[config.mk]
export PLATFORM = sky130hd
export DESIGN_NAME = alu_writeback
export DESIGN_NICKNAME = d
export VERILOG_FILES = /design/src/rtl/cr16_pkg.sv /design/src/rtl/cr16_cond_eval.sv /design/src/rtl/alu_writeback.sv
export SDC_FILE = /design/constraint.sdc
export NUM_CORES = 1
export LEC_CHECK = 0
export CAP_MARGIN = 20
export CORE_AREA = 2 2 83 85
export DETAILED_ROUTE_END_ITERATION = 6
export DIE_AREA = 0 0 85 87
export PLACE_DENSITY = 0.66
export SLEW_MARGIN = 20
export SYNTH_ARGS = -nofsm -noshare
export SYNTH_HDL_FRONTEND = slang
export SYNTH_SLANG_ARGS = --single-unit
[constraint.sdc]
create_clock -name I_CLK -period 5.3 [get_ports I_CLK]
set_clock_uncertainty 0.2 [all_clocks]
set_input_delay 1.06 -clock I_CLK [delete_from_list [all_inputs] [get_ports I_CLK]]
set_output_delay 1.06 -clock I_CLK [all_outputs]
set_load 0.01 [all_outputs]
[src/rtl/cr16_pkg.sv]
// ============================================================================
// cr16_pkg
// Shared CR16 writeback definitions: PSR bit indices, condition codes,
// skid-queue state encoding and the masked PSR merge helper.
// Revision: 1.0
// ============================================================================
`default_nettype none

package cr16_pkg;

    localparam int PSR_C = 0;
    localparam int PSR_L = 1;
    localparam int PSR_F = 2;
    localparam int PSR_Z = 3;
    localparam int PSR_N = 4;

    localparam logic [3:0] COND_EQ = 4'd0;
    localparam logic [3:0] COND_NE = 4'd1;
    localparam logic [3:0] COND_CS = 4'd2;
    localparam logic [3:0] COND_CC = 4'd3;
    localparam logic [3:0] COND_HI = 4'd4;
    localparam logic [3:0] COND_LS = 4'd5;
    localparam logic [3:0] COND_GT = 4'd6;
    localparam logic [3:0] COND_LE = 4'd7;
    localparam logic [3:0] COND_FS = 4'd8;
    localparam logic [3:0] COND_FC = 4'd9;
    localparam logic [3:0] COND_LO = 4'd10;
    localparam logic [3:0] COND_HS = 4'd11;
    localparam logic [3:0] COND_LT = 4'd12;
    localparam logic [3:0] COND_GE = 4'd13;
    localparam logic [3:0] COND_UC = 4'd14;
    localparam logic [3:0] COND_NV = 4'd15;

    localparam logic [1:0] Q_EMPTY = 2'd0;
    localparam logic [1:0] Q_ONE   = 2'd1;
    localparam logic [1:0] Q_TWO   = 2'd2;

    function automatic logic [4:0] psr_merge(
        input logic [4:0] psr,
        input logic [4:0] status,
        input logic [4:0] mask
    );
        return (psr & ~mask) | (status & mask);
    endfunction

endpackage

`default_nettype wire

[src/rtl/cr16_cond_eval.sv]
// ============================================================================
// cr16_cond_eval
// Combinational CR16 branch-condition evaluation of a PSR value.
// Revision: 1.0
// ============================================================================
`default_nettype none

module cr16_cond_eval
    import cr16_pkg::*;
(
    input  logic [4:0] psr,
    input  logic [3:0] cond,
    output logic       cond_true
);

    always_comb begin
        cond_true = 1'b0;
        case (cond)
            COND_EQ: cond_true =  psr[PSR_Z];
            COND_NE: cond_true = !psr[PSR_Z];
            COND_CS: cond_true =  psr[PSR_C];
            COND_CC: cond_true = !psr[PSR_C];
            COND_HI: cond_true =  psr[PSR_L];
            COND_LS: cond_true = !psr[PSR_L];
            COND_GT: cond_true =  psr[PSR_N];
            COND_LE: cond_true = !psr[PSR_N];
            COND_FS: cond_true =  psr[PSR_F];
            COND_FC: cond_true = !psr[PSR_F];
            COND_LO: cond_true = !psr[PSR_L] && !psr[PSR_Z];
            COND_HS: cond_true =  psr[PSR_L] ||  psr[PSR_Z];
            COND_LT: cond_true = !psr[PSR_N] && !psr[PSR_Z];
            COND_GE: cond_true =  psr[PSR_N] ||  psr[PSR_Z];
            COND_UC: cond_true = 1'b1;
            COND_NV: cond_true = 1'b0;
            default: cond_true = 1'b0;
        endcase
    end

endmodule

`default_nettype wire

[src/rtl/alu_writeback.sv]
// ============================================================================
// alu_writeback
// CR16 writeback stage: 2-entry skid queue to the register file, PSR, and
// branch-condition evaluation. Option macro: CR16_WB_FLAG_BYPASS_EN.
// Revision: 1.0
// ============================================================================
`default_nettype none

module alu_writeback
    import cr16_pkg::*;
#(
    parameter int P_WIDTH          = 16,
    parameter int P_REG_ADDR_WIDTH = 4
) (
    input  logic                        I_CLK,
    input  logic                        I_RESET,
    input  logic                        I_VALID,
    output logic                        O_READY,
    input  logic [P_WIDTH-1:0]          I_RESULT,
    input  logic [4:0]                  I_STATUS,
    input  logic [4:0]                  I_FLAG_MASK,
    input  logic                        I_WB_EN,
    input  logic [P_REG_ADDR_WIDTH-1:0] I_DEST,
    output logic                        O_WB_VALID,
    input  logic                        I_WB_READY,
    output logic [P_WIDTH-1:0]          O_WB_DATA,
    output logic [P_REG_ADDR_WIDTH-1:0] O_WB_ADDR,
    output logic [4:0]                  O_PSR,
    input  logic [3:0]                  I_COND,
    output logic                        O_COND_TRUE
);

    logic [1:0]                  r_state;
    logic [1:0]                  w_state_nxt;
    logic                        r_ready;
    logic [4:0]                  r_psr;
    logic [4:0]                  w_psr_nxt;
    logic [4:0]                  w_psr_eval;
    logic [P_WIDTH-1:0]          r_data0;
    logic [P_WIDTH-1:0]          r_data1;
    logic [P_REG_ADDR_WIDTH-1:0] r_addr0;
    logic [P_REG_ADDR_WIDTH-1:0] r_addr1;
    logic                        w_accept;
    logic                        w_push;
    logic                        w_pop;
    logic                        w_wb_valid;

    assign w_wb_valid = (r_state != Q_EMPTY);
    assign w_accept   = I_VALID && r_ready;
    assign w_push     = w_accept && I_WB_EN;
    assign w_pop      = w_wb_valid && I_WB_READY;
    assign w_psr_nxt  = w_accept ? psr_merge(r_psr, I_STATUS, I_FLAG_MASK) : r_psr;

    always_comb begin
        w_state_nxt = r_state;
        case (r_state)
            Q_EMPTY: if (w_push) w_state_nxt = Q_ONE;
            Q_ONE: begin
                if (w_push && !w_pop)      w_state_nxt = Q_TWO;
                else if (!w_push && w_pop) w_state_nxt = Q_EMPTY;
            end
            Q_TWO:   if (w_pop) w_state_nxt = Q_ONE;
            default: w_state_nxt = Q_EMPTY;
        endcase
    end

    // Entry 0 is always the head; entry 1 only holds the second write in TWO.
    always_ff @(posedge I_CLK or posedge I_RESET) begin
        if (I_RESET) begin
            r_state <= Q_EMPTY;
            r_ready <= 1'b1;
            r_psr   <= 5'd0;
            r_data0 <= '0;
            r_data1 <= '0;
            r_addr0 <= '0;
            r_addr1 <= '0;
        end else begin
            r_state <= w_state_nxt;
            r_ready <= (w_state_nxt != Q_TWO);
            r_psr   <= w_psr_nxt;
            case (r_state)
                Q_EMPTY: begin
                    if (w_push) begin
                        r_data0 <= I_RESULT;
                        r_addr0 <= I_DEST;
                    end
                end
                Q_ONE: begin
                    if (w_push && w_pop) begin
                        r_data0 <= I_RESULT;
                        r_addr0 <= I_DEST;
                    end else if (w_push) begin
                        r_data1 <= I_RESULT;
                        r_addr1 <= I_DEST;
                    end
                end
                Q_TWO: begin
                    if (w_pop) begin
                        r_data0 <= r_data1;
                        r_addr0 <= r_addr1;
                    end
                end
                default: ;
            endcase
        end
    end

`ifdef CR16_WB_FLAG_BYPASS_EN
    assign w_psr_eval = w_psr_nxt;
`else
    assign w_psr_eval = r_psr;
`endif

    cr16_cond_eval u_cond_eval (
        .psr       (w_psr_eval),
        .cond      (I_COND),
        .cond_true (O_COND_TRUE)
    );

    assign O_READY    = r_ready;
    assign O_WB_VALID = w_wb_valid;
    assign O_WB_DATA  = r_data0;
    assign O_WB_ADDR  = r_addr0;
    assign O_PSR      = r_psr;

endmodule

`default_nettype wire

### Yosys cells after proc, flatten, opt, wreduce, memory -nomap -nowiden

Cells that the tools add are included.

* logic and storage cells: 70
* register bits: 48

* reduce and logical (&&, ||, !) cells: 23
* bitwise gates (word level): 5
* equal/unequal tests: 21
* muxes and demuxes: 14

Operators by type and width (count)
* $mux 16: 3
* $pmux 16 s3: 1
* $eq 4x4->1 const B: 8
* $eq 4x3->1 const B: 4
* $pmux 1 s16: 1
* $mux 4: 3
* $pmux 4 s3: 1
* $and 5x5->5: 2
* $eq 4x2->1 const B: 2
* $logic_and 1x1->1: 8
* $mux 2: 4
* $ne 2x2->1 const B: 4
* $logic_not 1->1: 7
* $pmux 2 s3: 1
* $not 5->5: 1
* $or 5x5->5: 1
* $eq 4x1->1 const B: 1
* $logic_not 4->1: 1
* $reduce_and 4->1: 1
* $reduce_and 3->1: 1
* $reduce_bool 3->1: 1
* $eq 2x1->1 const B: 1
* $eq 2x2->1 const B: 1
* $logic_not 2->1: 1
* 3 further kinds: 4

### Depth between registers and ports, before layout

Gate-level depths: netlist (run 1).

* word-level depth: 8
* mapped depth: 6
* gate-level depth less buffers: 5

### Hierarchy

Synthesis (run 1) repeated with hierarchy kept, for this count alone.

* cell total of the unflattened synthesis: 189
* area, all modules: 2273.4 sq um

By module, submodules not included
* alu_writeback: cells an instance 166, instances 1, seq. area each 1202.4 sq um, area an instance 2089.5 sq um
* cr16_cond_eval: cells an instance 23, instances 1, seq. area each 0.0 sq um, area an instance 183.9 sq um

### Worst setup path after synthesis (run 1)

OpenSTA, ideal clock, no wires.

* path kind: in2out
* start: input I_COND[0]
* end: output O_COND_TRUE
* stages: 6
* slack: 1.875 ns
* path buffers: 1
* data required time: 4.040 ns
* data arrival time: 2.165 ns
* cell sequence: buf_4 > or3b_1 > a21o_1 > o2bb2a_4 > a2111oi_2 > a21oi_1

* longest elaborated chain between the ends: 2
* elaborated cells between the ends (all ways): 17

Ends and longest elaborated chain
* from (decl): RTL line alu_writeback.sv:29 `input logic [3:0] I_COND,`
* $eq 4x4->1, or another cell as far along: RTL line cr16_cond_eval.sv:18 `case (cond)`
* $pmux 1 s16 *: RTL line cr16_cond_eval.sv:18
* to (decl): RTL line alu_writeback.sv:30 `output logic O_COND_TRUE`

Every way passes the cells marked *; elsewhere a longest branch is shown, timed or not.

### Worst setup path after layout (run 1)

Ends and elaborated chain as after synthesis.

==> impl_metrics.env, run 1 <==
export IMPL_io_pins=67
export IMPL_start_util_pct=33.9
export IMPL_ys_warn_count=0
export IMPL_crit_arrival_ps=3230
export IMPL_nets=292
export IMPL_clk_latency_ps=290
export IMPL_cp_max_fo=10
export IMPL_worst_setup_path_start_kind="input pin"
export IMPL_gp_congestion=0.864
export IMPL_antenna_cells=0
export IMPL_max_stage_delay_ps=630
export IMPL_outcome="completed"
export IMPL_num_vias=1640
export IMPL_vias_per_cell=4.91
export IMPL_grt_max_degree=49
export IMPL_synth_area_per_cell_um2=11.6
export IMPL_ys_ff_latch=48
export IMPL_finalHoldViolations=0
export IMPL_fin_crit_ps=4490
export IMPL_crit_path_end_kind="primary output"
export IMPL_hold_start="r_addr1[1]"
export IMPL_clock_fmax_mhz=223
export IMPL_cts_sinks=48
export IMPL_area_sequential_um2=1200
export IMPL_hpwl_um=3040
export IMPL_synth_cell_type_count=31
export IMPL_min_path_type="reg -> reg"
export IMPL_power_leakage_nw=1.34
export IMPL_grt_pass1_vias=1576
export IMPL_critPathBufInv=2
export IMPL_syn_area_um2=2220
export IMPL_worstReg2RegEnd="r_addr1[2]"
export IMPL_htree_levels=2
export IMPL_slew_headroom_pct=32.4
export IMPL_worstPathCellList="clkdlybuf4s50_1, or3b_1, a21oi_1, o2bb2a_4, a2111oi_2, a21oi_1, clkdlybuf4s50_1"
export IMPL_cts_clk_slew_worst_paths_ps=80
export IMPL_wl_per_cell_um=13.5
export IMPL_synth_edff_count=0
export IMPL_drv_cap=0
export IMPL_hold_end="r_addr1[1]"
export IMPL_setup_slack_ps=808
export IMPL_r2r_slack_ps=2930
export IMPL_cp_top_family="buffers and inverters"
export IMPL_rsz0062_at_grt="false"
export IMPL_cts_tree="built"
export IMPL_postCtsSetupRepairBufs=0
export IMPL_grt_usage_pct=12.7
export IMPL_crit_type="in -> out"
export IMPL_io_buffers=66
export IMPL_synth_fp_nets=231
export IMPL_final_max_slew_viol_count=0
export IMPL_syn_to_final_growth_pct=35.8
export IMPL_first_pass_iters=4
export IMPL_cts_resized=0
export IMPL_fillCellCount=591
export IMPL_r2r_start="O_READY"
export IMPL_async_flop_share_pct=100
export IMPL_ys_seq_area_share_pct=54.0
export IMPL_critPathSlowestCell="clkdlybuf4s50_1"
export IMPL_core_um2=6570
export IMPL_dieArea_um2=7400
export IMPL_antenna_found_initial=0
export IMPL_multiInputGateArea_um2=952
export IMPL_numCtsBuffers=5
export IMPL_die_w_um=85
export IMPL_worst_pin_slew_ps=1010
export IMPL_finalSetupViolCount=0
export IMPL_peakVddDrop_v=0.000207
export IMPL_final_setup_tns_ps=0
export IMPL_wirelength_um=4500
export IMPL_ff2ff_path_depth=4
export IMPL_die_height_um=87
export IMPL_ctsRootBufferMaster="clkbuf_8"
export IMPL_power_density_nw_per_um2=378
export IMPL_place_ws_ps=846
export IMPL_drive_above_1_share_pct=15.7
export IMPL_grt_pass1_wl_um=7510
export IMPL_overflow=0
export IMPL_critPathRequiredTime_ps=4040
export IMPL_syn_inst=192
export IMPL_hold_depth=1
export IMPL_drc=0
export IMPL_finalInstanceArea_um2=3020
export IMPL_hold_buffers=0
export IMPL_synth_top_flop_cell="dfrtp_1"
export IMPL_cts_buffer_depth=2
export IMPL_rows=30
export IMPL_ant_nets=0
export IMPL_initialDrtViolationCount=114
export IMPL_placed_area_um2=2930
export IMPL_period_share_pct=84.8
==> layout by cell type, fill, tap and decap left out, drive strengths merged, types with 2 or more instances in the layout <==
| master | n |
|---|---|
| mux2i | 21 |
| mux2 | 25 |
| clkdlybuf4s50 | 66 |
| clkbuf | 8 |
| nand2b | 4 |
| dfrtp | 47 |
| a21oi | 26 |
| nor2 | 25 |
| o22ai | 2 |
| o21ai | 2 |
| a21o | 2 |
| nand2 | 8 |
| or3b | 2 |
==> per-layer routing <==
layer,wire (um),track usage (%),vias up,part of all wire (%)
li1,-,-,794,-
met1,2070,16.6,780,46
met2,2060,20.4,57,46
met3,300,3.60,9,6.7
met4,74,4.47,0,1.6
met5,0,0,-,0
==> where the power goes <==
group | switching [mW] | total (mW) | internal (mW)
clock network | 0.113 | 0.219 | 0.107
registers | 0.0692 | 0.559 | 0.490
logic | 0.140 | 0.365 | 0.225
total | 0.322 | 1.14 | 0.821
==> cell usage after synthesis (2+ instances only) <==
| cell type | instances | area (um2) |
|---|---|---|
| o22ai_1 | 2 | 12.5 |
| a21o_1 | 2 | 15.0 |
| mux2i_1 | 21 | 210 |
| nor2_1 | 25 | 93.8 |
| inv_1 | 2 | 7.51 |
| a21oi_1 | 26 | 130 |
| nand2b_1 | 4 | 25.0 |
| dfrtp_1 | 47 | 1180 |
| clkbuf_1 | 2 | 7.51 |
| buf_2 | 7 | 35.0 |
| nand2_1 | 8 | 30.0 |
| buf_4 | 3 | 22.5 |
| mux2_2 | 25 | 282 |
==> kinds of logic (layout without fill, tap and decap cells) <==
family	after synthesis	in the layout	share of synthesized area, %
and+or+nand+nor	47	47	10.3
buffers and inverters	15	77	3.77
DFF	48	48	54.0
AOI/OAI and AO/OA	36	36	9.79
muxes	46	46	22.1
==> through the flow <==
stage | hold slack (ps) | std cells | power, mW | utilization, %
global route | 331 | 334 | 1.22 | 46.0
detailed placement | 294 | 326 | 0.936 | 44.6
floorplan | 276 | 192 | 0.750 | -
finish | 310 | 334 | 1.14 | 46.0
CTS | 315 | 334 | 1.16 | 46.0
global placement | 288 | 326 | 0.925 | 44.6
==> worst max-delay path by stage <==
| stage | cells past startpoint | end | slack [ps] | startpoint |
|---|---|---|---|---|
| floorplan | 6 | O_COND_TRUE | 1870 | I_COND[0] |
| global placement | 7 | O_COND_TRUE | 880 | I_COND[0] |
| detailed placement | 7 | O_COND_TRUE | 850 | I_COND[0] |
| CTS | 7 | O_COND_TRUE | 840 | I_COND[0] |
| global route | 7 | O_COND_TRUE | 700 | I_COND[0] |
| finish | 7 | O_COND_TRUE | 810 | I_COND[0] |
==> final cells by class <==
class / instances / area share (%)
clock buffers: 8 / 2.98
inverters: 2 / 0.290
multi-input cells: 129 / 31.5
flip-flops and latches: 48 / 39.8
well taps: 80 / 3.31
repair buffers: 67 / 22.1
No activity file was read; power rests on OpenSTA's default activity.
==> run 2: changes to the inputs <==
--- a/config.mk
+++ b/config.mk
@@ -9,7 +9,7 @@
 export CORE_AREA = 2 2 83 85
 export DETAILED_ROUTE_END_ITERATION = 6
 export DIE_AREA = 0 0 85 87
-export PLACE_DENSITY = 0.66
+export PLACE_DENSITY = 0.68
 export SLEW_MARGIN = 20
 export SYNTH_ARGS = -nofsm -noshare
 export SYNTH_HDL_FRONTEND = slang
==> constraint.sdc (replaced) <==
create_clock -name I_CLK -period 3.7 [get_ports I_CLK]
set_clock_uncertainty 0.2 [all_clocks]
set_input_delay 0.74 -clock I_CLK [delete_from_list [all_inputs] [get_ports I_CLK]]
set_output_delay 0.74 -clock I_CLK [all_outputs]
set_load 0.01 [all_outputs]
==> impl_metrics.env, run 2 (synthesis results as in run 1) <==
export IMPL_cts_buffer_depth=2
export IMPL_period_share_pct=89.7
export IMPL_critPathRequiredTime_ps=2760
export IMPL_htree_levels=2
export IMPL_start_util_pct=33.9
export IMPL_hpwl_um=3300
export IMPL_cp_max_fo=8
export IMPL_worst_pin_slew_ps=831
export IMPL_setup_slack_ps=380
export IMPL_slew_headroom_pct=44.5
export IMPL_numCtsBuffers=5
export IMPL_min_path_type="reg -> reg"
export IMPL_core_um2=6570
export IMPL_crit_path_end_kind="primary output"
export IMPL_cts_clk_slew_worst_paths_ps=80
export IMPL_grt_max_degree=49
export IMPL_cts_tree="built"
export IMPL_drc=0
export IMPL_peakVddDrop_v=0.000267
export IMPL_final_common_cell="clkdlybuf4s50_1"
export IMPL_io_pins=67
export IMPL_fin_cells=339
export IMPL_mostFrequentLayoutCells="clkdlybuf4s50_1 (64), dfrtp_1 (47), a21oi_1 (26), mux2_2 (25), nor2_1 (24)"
export IMPL_antenna_cells=0
export IMPL_antenna_found_initial=0
export IMPL_final_max_slew_viol_count=0
export IMPL_clk_latency_ps=300
export IMPL_grt_usage_pct=13.7
export IMPL_ctsRootBufferMaster="clkbuf_8"
export IMPL_grt_pass1_vias=1713
export IMPL_first_pass_iters=4
export IMPL_crit_arrival_ps=2380
export IMPL_rsz0062_at_grt="false"
export IMPL_postCtsSetupRepairBufs=0
export IMPL_place_inst=331
export IMPL_finalHoldViolations=0
export IMPL_overflow=0
export IMPL_gp_congestion=0.918
export IMPL_dieArea_um2=7400
export IMPL_worst_setup_path_start_kind="input pin"
export IMPL_syn_to_final_growth_pct=39.9
export IMPL_clock_fmax_mhz=301
export IMPL_die_height_um=87
export IMPL_drv_cap=0
export IMPL_io_buffers=66
export IMPL_initialDrtViolationCount=57
export IMPL_nets=297
export IMPL_cts_sinks=48
export IMPL_power_leakage_nw=1.41
export IMPL_outcome="completed"
export IMPL_vias_per_cell=4.87
export IMPL_die_w_um=85
export IMPL_grt_pass1_wl_um=8150
export IMPL_crit_type="in -> out"
export IMPL_power_density_nw_per_um2=559
export IMPL_finalSetupViolCount=0
export IMPL_place_ws_ps=5.80
export IMPL_ant_nets=0
export IMPL_wirelength_um=4820
export IMPL_wl_per_cell_um=14.2
export IMPL_fin_crit_ps=3320
export IMPL_num_vias=1652
export IMPL_drive_above_1_share_pct=18.9
export IMPL_rows=30
export IMPL_final_setup_tns_ps=0
run 2: worst paths after layout:
| path | start | slack (ps) | depth (start not counted) | endpoint |
|---|---|---|---|---|
| worst min-delay path | r_addr1[0] | 310 | 1 | r_addr1[0] |
| min in group asynchronous | I_RESET | 690 | 2 | O_WB_DATA[12] |
| worst max-delay path | I_COND[1] | 380 | 6 | O_COND_TRUE |
| max in group asynchronous | I_RESET | 2100 | 2 | O_WB_DATA[4] |
| worst max register to register | O_READY | 1460 | 5 | r_data1[8] |
| worst min register to register | r_addr1[0] | 310 | 1 | r_addr1[0] |
run 2: layout make-up:
class,count,area (um2)
inverters,2,8.76
clock buffers,7,96.3
well taps,80,100
fillers,605,3460
multi-input cells,129,965
repair buffers,72,711
clock inverters,1,30.0
flip-flops and latches,48,1200
run 2: what timing repair did:
item	4_1_cts	5_1_grt
resized for setup	0	4
endpoints found under the hold margin	0	0
hold buffers	0	0
endpoints found under the setup margin	0	1
run 2: layer usage:
metal | GRT usage (%) | vias up | part of all wire, %
met2 | 24.1 | 53 | 49
li1 | - | 804 | -
met1 | 16.9 | 790 | 44
met4 | 3.90 | 0 | 0.79
met3 | 3.22 | 5 | 6.2
met5 | 0 | - | 0
run 2: critical path: stages:
cell             delay (ps)
clkdlybuf4s50_1         670
a21o_1                  190
o2bb2a_4                160
a2111oi_2               340
a21oi_1                 110
dlymetal6s2s_1          180
run 2: power breakdown:
group          internal [mW]  total [mW]  switching (mW)
Combinational          0.326       0.529           0.204
Sequential             0.702       0.802           0.100
Clock                  0.239       0.409           0.170
Total                   1.27        1.74           0.474
run 2: metrics by stage:
step | cell area, um2 | total power [mW] | util, % | hold slack (ps)
finish | 3110 | 1.74 | 47.4 | 310
global route | 3110 | 1.85 | 47.4 | 322
CTS | 3090 | 1.77 | 47.1 | 315
detailed placement | 2970 | 1.35 | 45.2 | 295
global placement | 2970 | 1.33 | 45.2 | 289
floorplan | 2220 | 1.07 | - | 276
